===== src/rtl/ternary_pkg.sv =====
// Shared definitions for the ternary sampler lane-array scheduler:
// FSM state encoding, ternary coefficient codes, default geometry and a
// helper that derives the number of sample words per job.
package ternary_pkg;

   typedef enum logic [1:0] {
      IDLE  = 2'd0,
      RUN   = 2'd1,
      DRAIN = 2'd2,
      DONE  = 2'd3
   } state_t;

   // 2-bit ternary coefficient codes produced by the mod-3 lanes
   localparam logic [1:0] TRIT_ZERO = 2'b00;
   localparam logic [1:0] TRIT_ONE  = 2'b01;
   localparam logic [1:0] TRIT_TWO  = 2'b10;

   localparam int DEF_NUM_COEF = 700;
   localparam int DEF_LANES    = 4;

   // One sample byte per coefficient, LANES bytes per RAM word
   function automatic int num_words(input int num_coef, input int lanes);
      return num_coef / lanes;
   endfunction

endpackage


===== src/rtl/ternary_rr_arb.sv =====
// Two-way round-robin arbiter. The pointer remembers the client served
// last; on a tie the other client wins. After reset client 0 is preferred.
module ternary_rr_arb (
   input  logic       clk,
   input  logic       rst,
   input  logic [1:0] req,
   input  logic       update,
   input  logic       last_owner,
   output logic [1:0] gnt
);

   logic ptr_q;
   logic ptr_d;

   // Pointer follows the owner of the job that just finished
   always_comb begin
      ptr_d = ptr_q;
      if (update) begin
         ptr_d = last_owner;
      end
   end

   // Pointer register; reset value 1 makes client 0 the first tie winner
   always_ff @(posedge clk) begin
      if (rst) begin
         ptr_q <= 1'b1;
      end else begin
         ptr_q <= ptr_d;
      end
   end

   // One-hot grant: single requester wins, tie goes to the client not served last
   always_comb begin
      gnt = 2'b00;
      case (req)
         2'b01:   gnt = 2'b01;
         2'b10:   gnt = 2'b10;
         2'b11:   gnt = ptr_q ? 2'b01 : 2'b10;
         default: gnt = 2'b00;
      endcase
   end

endmodule


===== src/rtl/ternary_sched.sv =====
// Scheduler for the shared mod-3 lane array of the NTRU-HRSS ternary
// sampler. Arbitrates between the f (client 0) and g (client 1) samplers,
// streams sample words through the lanes and writes packed trits to the
// coefficient buffer selected by wr_sel.
// Optional build macro TERNARY_SCHED_ABORT_EN: an owner dropping req during
// RUN aborts the job (reads stop, in-flight writes finish, no done pulse).
module ternary_sched
   import ternary_pkg::*;
#(
   parameter int NUM_COEF = DEF_NUM_COEF,
   parameter int LANES    = DEF_LANES,
   parameter int LAT      = 2,
   parameter int AW       = 8
) (
   input  logic                 clk,
   input  logic                 rst,
   input  logic [1:0]           req,
   output logic [1:0]           gnt,
   output logic [1:0]           done,
   output logic                 busy,
   output logic                 rd_en,
   output logic [AW-1:0]        rd_addr,
   input  logic [8*LANES-1:0]   rd_data,
   output logic [8*LANES-1:0]   lane_in,
   output logic                 lane_vld,
   input  logic [2*LANES-1:0]   lane_out,
   output logic                 wr_en,
   output logic [AW-1:0]        wr_addr,
   output logic [2*LANES-1:0]   wr_data,
   output logic                 wr_sel
);

   localparam int            WORDS     = num_words(NUM_COEF, LANES);
   localparam logic [AW-1:0] LAST_ADDR = AW'(WORDS - 1);

   state_t        state_q, state_d;
   logic [1:0]    gnt_q, gnt_d;
   logic [1:0]    done_q, done_d;
   logic          owner_q, owner_d;
   logic [AW-1:0] rd_addr_q, rd_addr_d;
   logic [AW-1:0] wr_addr_q, wr_addr_d;
   // vld_q[0] is lane_vld, vld_q[LAT] is wr_en
   logic [LAT:0]  vld_q, vld_d;
   logic [1:0]    arb_gnt;
   logic          arb_update;
   logic          issue;
`ifdef TERNARY_SCHED_ABORT_EN
   logic          abort_q, abort_d;
`endif

   ternary_rr_arb u_arb (
      .clk        (clk),
      .rst        (rst),
      .req        (req),
      .update     (arb_update),
      .last_owner (owner_q),
      .gnt        (arb_gnt)
   );

   assign issue = (state_q == RUN);

   // Job control: arbitrate in IDLE, issue reads in RUN, wait out the lane
   // pipeline in DRAIN, pulse done in DONE
   always_comb begin
      state_d    = state_q;
      gnt_d      = gnt_q;
      done_d     = 2'b00;
      owner_d    = owner_q;
      rd_addr_d  = rd_addr_q;
      arb_update = 1'b0;
`ifdef TERNARY_SCHED_ABORT_EN
      abort_d    = abort_q;
`endif
      case (state_q)
         IDLE: begin
            rd_addr_d = '0;
`ifdef TERNARY_SCHED_ABORT_EN
            abort_d   = 1'b0;
`endif
            if (arb_gnt != 2'b00) begin
               owner_d = arb_gnt[1];
               gnt_d   = arb_gnt;
               state_d = RUN;
            end
         end
         RUN: begin
            rd_addr_d = rd_addr_q + AW'(1);
            if (rd_addr_q == LAST_ADDR) begin
               rd_addr_d = '0;
               state_d   = DRAIN;
            end
`ifdef TERNARY_SCHED_ABORT_EN
            else if (!req[owner_q]) begin
               rd_addr_d = '0;
               state_d   = DRAIN;
               abort_d   = 1'b1;
            end
`endif
         end
         DRAIN: begin
            // Only the last stage still holding data means the final write
            // happens this cycle, so the job ends on the next one
            if (vld_q[LAT-1:0] == '0) begin
               gnt_d = 2'b00;
`ifdef TERNARY_SCHED_ABORT_EN
               if (abort_q) begin
                  state_d    = IDLE;
                  arb_update = 1'b1;
               end else
`endif
               begin
                  state_d = DONE;
                  done_d  = gnt_q;
               end
            end
         end
         DONE: begin
            state_d    = IDLE;
            arb_update = 1'b1;
         end
         default: state_d = IDLE;
      endcase
   end

   // Valid pipeline: read issue -> lane input valid -> write after LAT cycles
   always_comb begin
      vld_d = {vld_q[LAT-1:0], issue};
   end

   // Write address counts completed writes within the job
   always_comb begin
      wr_addr_d = wr_addr_q;
      if (state_q == IDLE) begin
         wr_addr_d = '0;
      end else if (vld_q[LAT]) begin
         wr_addr_d = wr_addr_q + AW'(1);
      end
   end

   // State and datapath registers, all cleared by reset
   always_ff @(posedge clk) begin
      if (rst) begin
         state_q   <= IDLE;
         gnt_q     <= 2'b00;
         done_q    <= 2'b00;
         owner_q   <= 1'b0;
         rd_addr_q <= '0;
         wr_addr_q <= '0;
         vld_q     <= '0;
`ifdef TERNARY_SCHED_ABORT_EN
         abort_q   <= 1'b0;
`endif
      end else begin
         state_q   <= state_d;
         gnt_q     <= gnt_d;
         done_q    <= done_d;
         owner_q   <= owner_d;
         rd_addr_q <= rd_addr_d;
         wr_addr_q <= wr_addr_d;
         vld_q     <= vld_d;
`ifdef TERNARY_SCHED_ABORT_EN
         abort_q   <= abort_d;
`endif
      end
   end

   assign gnt      = gnt_q;
   assign done     = done_q;
   assign busy     = (state_q != IDLE);
   assign rd_en    = issue;
   assign rd_addr  = rd_addr_q;
   assign lane_vld = vld_q[0];
   assign lane_in  = vld_q[0] ? rd_data : '0;
   assign wr_en    = vld_q[LAT];
   assign wr_addr  = wr_addr_q;
   assign wr_data  = vld_q[LAT] ? lane_out : '0;
   assign wr_sel   = owner_q;

endmodule

===== config.mk =====
export PLATFORM = sky130hd
export DESIGN_NAME = ternary_sched
export DESIGN_NICKNAME = d
export VERILOG_FILES = /design/src/rtl/ternary_pkg.sv /design/src/rtl/ternary_rr_arb.sv /design/src/rtl/ternary_sched.sv
export SDC_FILE = /design/constraint.sdc
export NUM_CORES = 1
export LEC_CHECK = 0
export BUFFER_PORTS_ARGS = -buffer_cell sky130_fd_sc_hd__buf_2
export CORE_ASPECT_RATIO = 0.75
export CORE_MARGIN = 3
export CORE_UTILIZATION = 40
export CTS_CLUSTER_DIAMETER = 100
export CTS_CLUSTER_SIZE = 40
export DETAILED_ROUTE_END_ITERATION = 10
export GPL_TIMING_DRIVEN = 0
export MAX_ROUTING_LAYER = met4
export PLACE_DENSITY = 0.79
export SLEW_MARGIN = 10
export SYNTH_ARGS = -nofsm -noshare
export SYNTH_HDL_FRONTEND = slang
export SYNTH_SLANG_ARGS = --single-unit

===== constraint.sdc =====
create_clock -name clk -period 1.8 [get_ports clk]
set_clock_uncertainty 0.2 [all_clocks]
set_input_delay 0.45 -clock clk [delete_from_list [all_inputs] [get_ports clk]]
set_output_delay 0.45 -clock clk [all_outputs]
set_load 0.02 [all_outputs]

After elaboration in Yosys (flattened, before gate mapping)
Cells that the tools add are included.
{ "totals": {"regBits": 27, "inputBits": 44, "out_inout_bits": 65, "word_cells": 47} }
{ "op_classes": {"n_addsub": 2, "eq_ne": 10, "n_mux": 14, "bitwise": 2, "n_reduce_logical": 11} }
{ "ops": {"columns": ["cell", "n"], "rows": [
  ["2-to-1 mux 32 bit", 1],
  ["adder 8 x 1 -> 8 bit, second input constant", 2],
  ["2-to-1 mux 8 bit", 2],
  ["one-hot mux 8 bit (2 select lines)", 1],
  ["2-to-1 mux 2 bit", 6],
  ["equality test 2 bit, second input constant", 4],
  ["equality test 8 bit, second input constant", 1],
  ["one-hot mux 2 bit (4 select lines)", 1],
  ["nonzero test 2 bit", 4],
  ["one-hot mux 2 bit (3 select lines)", 1],
  ["AND reduction 3 bit", 2],
  ["equality test 2 x 1 -> 1 bit, second input constant", 2],
  ["zero test 2 bit", 2],
  ["inequality test 2 bit, second input constant", 2],
  ["one-hot mux 2 bit (2 select lines)", 1],
  ["OR reduction 3 bit", 1],
  ["inequality test 2 x 1 -> 1 bit, second input constant", 1],
  ["NOT 1 bit", 2],
  ["AND reduction 2 bit", 1],
  ["OR reduction 2 bit", 1],
  ["2-to-1 mux 1 bit", 1]
]} }

Logic depth before layout (Yosys ltp)
{ "depth": {"depth_word": 5, "mapped_depth": 6, "mapped_depth_nobuf": 6} }

Hierarchy
From an unflattened synthesis, not the netlist that was laid out.
{ "hier_totals": {"cells_unflattened": 176, "area_unflattened_um2": 1492.7} }
{ "modules_own_cells": {"columns": ["mod", "n_inst", "cells_per_inst", "area_each_um2", "seq_area_each_um2"], "rows": [
  ["ternary_sched", 1, 169, 1433.9, 520.5],
  ["ternary_rr_arb", 1, 7, 58.8, 20.0]
]} }

Worst setup path after synthesis
Ideal clock, no wire load.
{ "synth_path": {"path_type": "reg-to-reg", "start": "reg rd_addr_q[1] (netlist: rd_addr[1])", "end": "reg state_q[1]", "setup_ps": 72, "t_arrival_ps": 1515, "required_ps": 1528, "path_slack_ps": 14, "stages_incl_launch_ff": 6, "path_buffers": 0, "synth_period_minus_slack_ps": 1786, "path_cell_list": "dfxtp_1 > ha_1 > nand2_1 > o41ai_4 > and3_1 > mux2i_1"} }
{ "synth_between": {"elab_chain_cells": 3} }
{ "synth_lines": {"columns": ["element", "line_no", "text"], "rows": [
  ["from (decl)", "ternary_sched.sv:40", "logic [AW-1:0] rd_addr_q, rd_addr_d;"],
  ["from (signal assigned)", "ternary_sched.sv:158", "rd_addr_q <= rd_addr_d;"],
  ["equality test 8 bit", "ternary_sched.sv:88", "if (rd_addr_q == LAST_ADDR) begin"],
  ["inequality test 2 x 1 -> 1 bit (no line)", null, null],
  ["AND reduction 3 bit (no line)", null, null],
  ["to (signal assigned)", "ternary_sched.sv:154", "state_q <= state_d;"],
  ["to (decl)", "ternary_sched.sv:36", "state_t state_q, state_d;"]
]} }
Every way passes these cells.
A chain may end at the register's enable or synchronous reset.

Worst setup path in the final report
{ "layout_path": {"start": "reg state_q[1]", "end": "out rd_en"} }
{ "layout_between": {"elab_chain_cells": 1} }
{ "layout_lines": {"columns": ["element", "line_no", "text"], "rows": [
  ["equality test 2 x 1 -> 1 bit", "ternary_sched.sv:60", "assign issue = (state_q == RUN);"],
  ["to (decl)", "ternary_sched.sv:21", "output logic rd_en,"]
]} }
Every way passes these cells.

==> reports/qor.tcl <==
set qor(synth-seq-cells) 27
set qor(most_frequent_standard_cell_in_the_layout_excluding_fill_and_tap_cells) {sky130_fd_sc_hd__buf_2}
set qor(power_report.internal_total_uw) 1400
set qor(final.setup.tns_ns) 0
set qor(detailedRoute.firstIterationViolations) 96
set qor(grt_antenna_before_repair) 0
set qor(synth-seq-area-share) 0.359
set qor(syn-mean-instance-area_um2) 8.47
set qor(route.met3.wl_um) 249
set qor(topRoutingLayerUsed) {met4}
set qor(synthesis.instances) 178
set qor(multiInputGateArea_um2) 945
set qor(combinationalPowerShare) 0.537
set qor(ys_types) 39
set qor(worst_slew_margin_rel) 0.678
set qor(die-height_um) 59.2
set qor(routedLengthMet1_mm) 1.84
set qor(max_slew.worst_pin.slew_ns) 0.471
set qor(via_per_inst) 4.71
set qor(peak_clock_frequency_supported_by_timing_mhz) 570
set qor(result_of_the_run) {completed}
set qor(clkSlewWorstSetupHoldPaths_ns) 0.08
set qor(power_leakage_uw) 0.00118
set qor(detailedPlacementHpwl_mm) 3.25
set qor(synth_area_mm2) 0.00151
set qor(power_density_mw_per_mm2) 1050
set qor(max_cap_viol_count) 0
set qor(place_congestion) 0.791
set qor(dr_wl_met2_mm) 2.00
set qor(worst_ir_drop_vdd_mv) 0.593
set qor(clock_tree.root_cell) {sky130_fd_sc_hd__clkbuf_8}
set qor(ys.flop_type) {sky130_fd_sc_hd__dfxtp_1}
set qor(regToRegStartpoint) {rd_addr[0]}
set qor(min-delay-path-class) {register to register}
set qor(r2r.worst_path.cells) 7
set qor(layout_min_cycle_time_ns) 1.76
set qor(yosys_warning_count) 0
set qor(grt_overflow) 0
set qor(number_of_flops_mapped_to_enable_cells_by_yosys) 0
set qor(drc) 0
set qor(worst_ep_arrival_time_ns) 1.11
set qor(critical_path_class) {register to output pin}
set qor(syn_to_final_growth_pct) 50.6
set qor(synth-async-reset-ratio) 0
set qor(pwr-share-clk) 0.140
set qor(total_count_of_hold_check_failures_in_the_final_report) 0
set qor(report.final.slew_viol_count) 0
set qor(finalSetupViolations) 0
set qor(filler_cell_count) 302
set qor(tritoncts_clock_tree) {yes}
set qor(switching_share) 0.413
set qor(placementRows) 18
set qor(worstSetupEndpointType) {output pin}
set qor(hold_path_depth) 1
set qor(total_nets_final) 347
set qor(port_buffers) 108
set qor(postSynthNetCount) 229
set qor(post_route_cells_drive_above_1_share) 0.478
set qor(floorplan_core_area_mm2) 0.00345
set qor(worstPathMaxFanout) 9
set qor(clock_path_buffers) 2
set qor(most-common-layout-cells) {104 x sky130_fd_sc_hd__buf_2, 42 x sky130_fd_sc_hd__and2_1, 18 x sky130_fd_sc_hd__dfxtp_1}
set qor(worstHoldStart) {vld_q[1]}
set qor(hold-path-endpoint) {vld_q[2]}
set qor(grtUsageTotal) 0.177
set qor(timing.rr.end) {rd_addr[3]}
set qor(finalCritPeriodShare) 0.975
set qor(cts_inserted_buffers) 3
set qor(r2r_slack_ns) 0.09
set qor(total_switching_power_uw) 985
set qor(grt_pass1_wl_mm) 6.35
set qor(via_count_of_the_first_global_routing_pass) 1451
set qor(grt_max_degree) 16
set qor(detail-route-antenna-nets) 0
set qor(cp-start-kind) {register}
set qor(fin_total_pwr_uw) 2390
set qor(initial_utilization) 0.438
set qor(clk_latency_ns) 0.27
set qor(seq_power_share) 0.323
set qor(detail_route.first_pass.iterations) 4
set qor(cts.sink_count) 27
set qor(diodes) 0
set qor(io-pin-count) 109
set qor(die_area_mm2) 0.00455
set qor(detail_route.wl_per_cell_um) 12.0
set qor(die_w_um) 76.9
set qor(worst_ep_required_time_ns) 1.15
set qor(finalWirelength_mm) 4.13
set qor(dr_total_vias) 1625
set qor(storage_element_area_um2) 559
set qor(cts_htree_levels) 1
layout make-up:
cell class	instances	share of cell area
repair buffers	114	0.262
clock inverters	1	0.00220
well taps	50	0.0275
plain buffers	6	0.0149
multi-input cells	137	0.416
clock buffers	3	0.0182
flip-flops and latches	27	0.246
inverters	7	0.0127
Yosys cell counts, types with 3 or more instances:
master                     instances  share of area
sky130_fd_sc_hd__nand2_1          11          0.027
sky130_fd_sc_hd__mux2i_1           3          0.020
sky130_fd_sc_hd__nor2b_1           4          0.017
sky130_fd_sc_hd__or3_1             3          0.012
sky130_fd_sc_hd__a21oi_1           4          0.013
sky130_fd_sc_hd__nand4_1           3          0.012
sky130_fd_sc_hd__ha_1              7          0.058
sky130_fd_sc_hd__nand3_1           9          0.030
sky130_fd_sc_hd__a31oi_1           5          0.021
sky130_fd_sc_hd__xor2_1            6          0.035
sky130_fd_sc_hd__inv_1             7          0.017
sky130_fd_sc_hd__nor2_1           13          0.032
sky130_fd_sc_hd__clkbuf_1          6          0.015
sky130_fd_sc_hd__and2_1           42           0.17
sky130_fd_sc_hd__dfxtp_1          27           0.36
timing repair:
action,CTS,global route
hold buffers,0,0
setup endpoints to repair,44,49
pin swaps,1,2
resized for setup,17,21
cloned,0,0
buffers inserted,3,3
cells by family after synthesis:
family / count (synthesis) / synth area share
and+or+nand+nor: 98 / 0.368
DFF: 27 / 0.359
AOI/OAI and AO/OA: 22 / 0.120
buffers and inverters: 14 / 0.0349
xor gates and xnor gates: 7 / 0.0407
adders and majority gates: 7 / 0.0581
muxes: 3 / 0.0199
through the flow:
stage	std cells	area, um^2	worst slack, ns	hold slack, ns	util
after floorplan	178	1510	0.0136	0.257	-
after global placement	336	2110	-0.0702	0.266	0.613
after detailed placement	336	2110	-0.0841	0.273	0.613
after CTS	343	2210	-0.0631	0.277	0.641
after global routing	345	2270	-0.00760	0.286	0.659
final	345	2270	0.0441	0.280	0.659
worst max-delay path by stage:
stage                    start         end  depth (start not counted)
global route        state_q[1]        busy                          4
detailed placement  state_q[1]  rd_addr[2]                          6
CTS                 state_q[1]       rd_en                          3
global placement    state_q[1]  rd_addr[2]                          6
finish              state_q[1]       rd_en                          3
floorplan           rd_addr[1]  state_q[1]                          5
per-layer routing:
layer  vias up  global-route usage
met3         4              0.0395
met5         -                   -
met4         0              0.0388
met1       717               0.231
met2        63               0.284
li1        841                   -
registers in the layout (all words and copies together) (netlist names):
register,count
state_q,2
rd_addr,8
done,2
wr_addr,8
wr_sel,1
u_arb.ptr_q,1
gnt,2
vld_q,3
critical path, cell delays in order (launching register included):
cell and delay, ns:
sky130_fd_sc_hd__dfxtp_2 0.35, sky130_fd_sc_hd__inv_2 0.10, sky130_fd_sc_hd__ha_4 0.21, sky130_fd_sc_hd__buf_2 0.19
power groups by stage:
stage / registers [uW] / clock network [uW] / logic, uW
final: 770 / 334 / 1280
after global routing: 785 / 374 / 1400
after CTS: 751 / 348 / 1170
after detailed placement: 756 / 0 / 1080
after global placement: 754 / 0 / 1070
after floorplan: 779 / 0 / 718
Power figures use the tool's default switching activity.
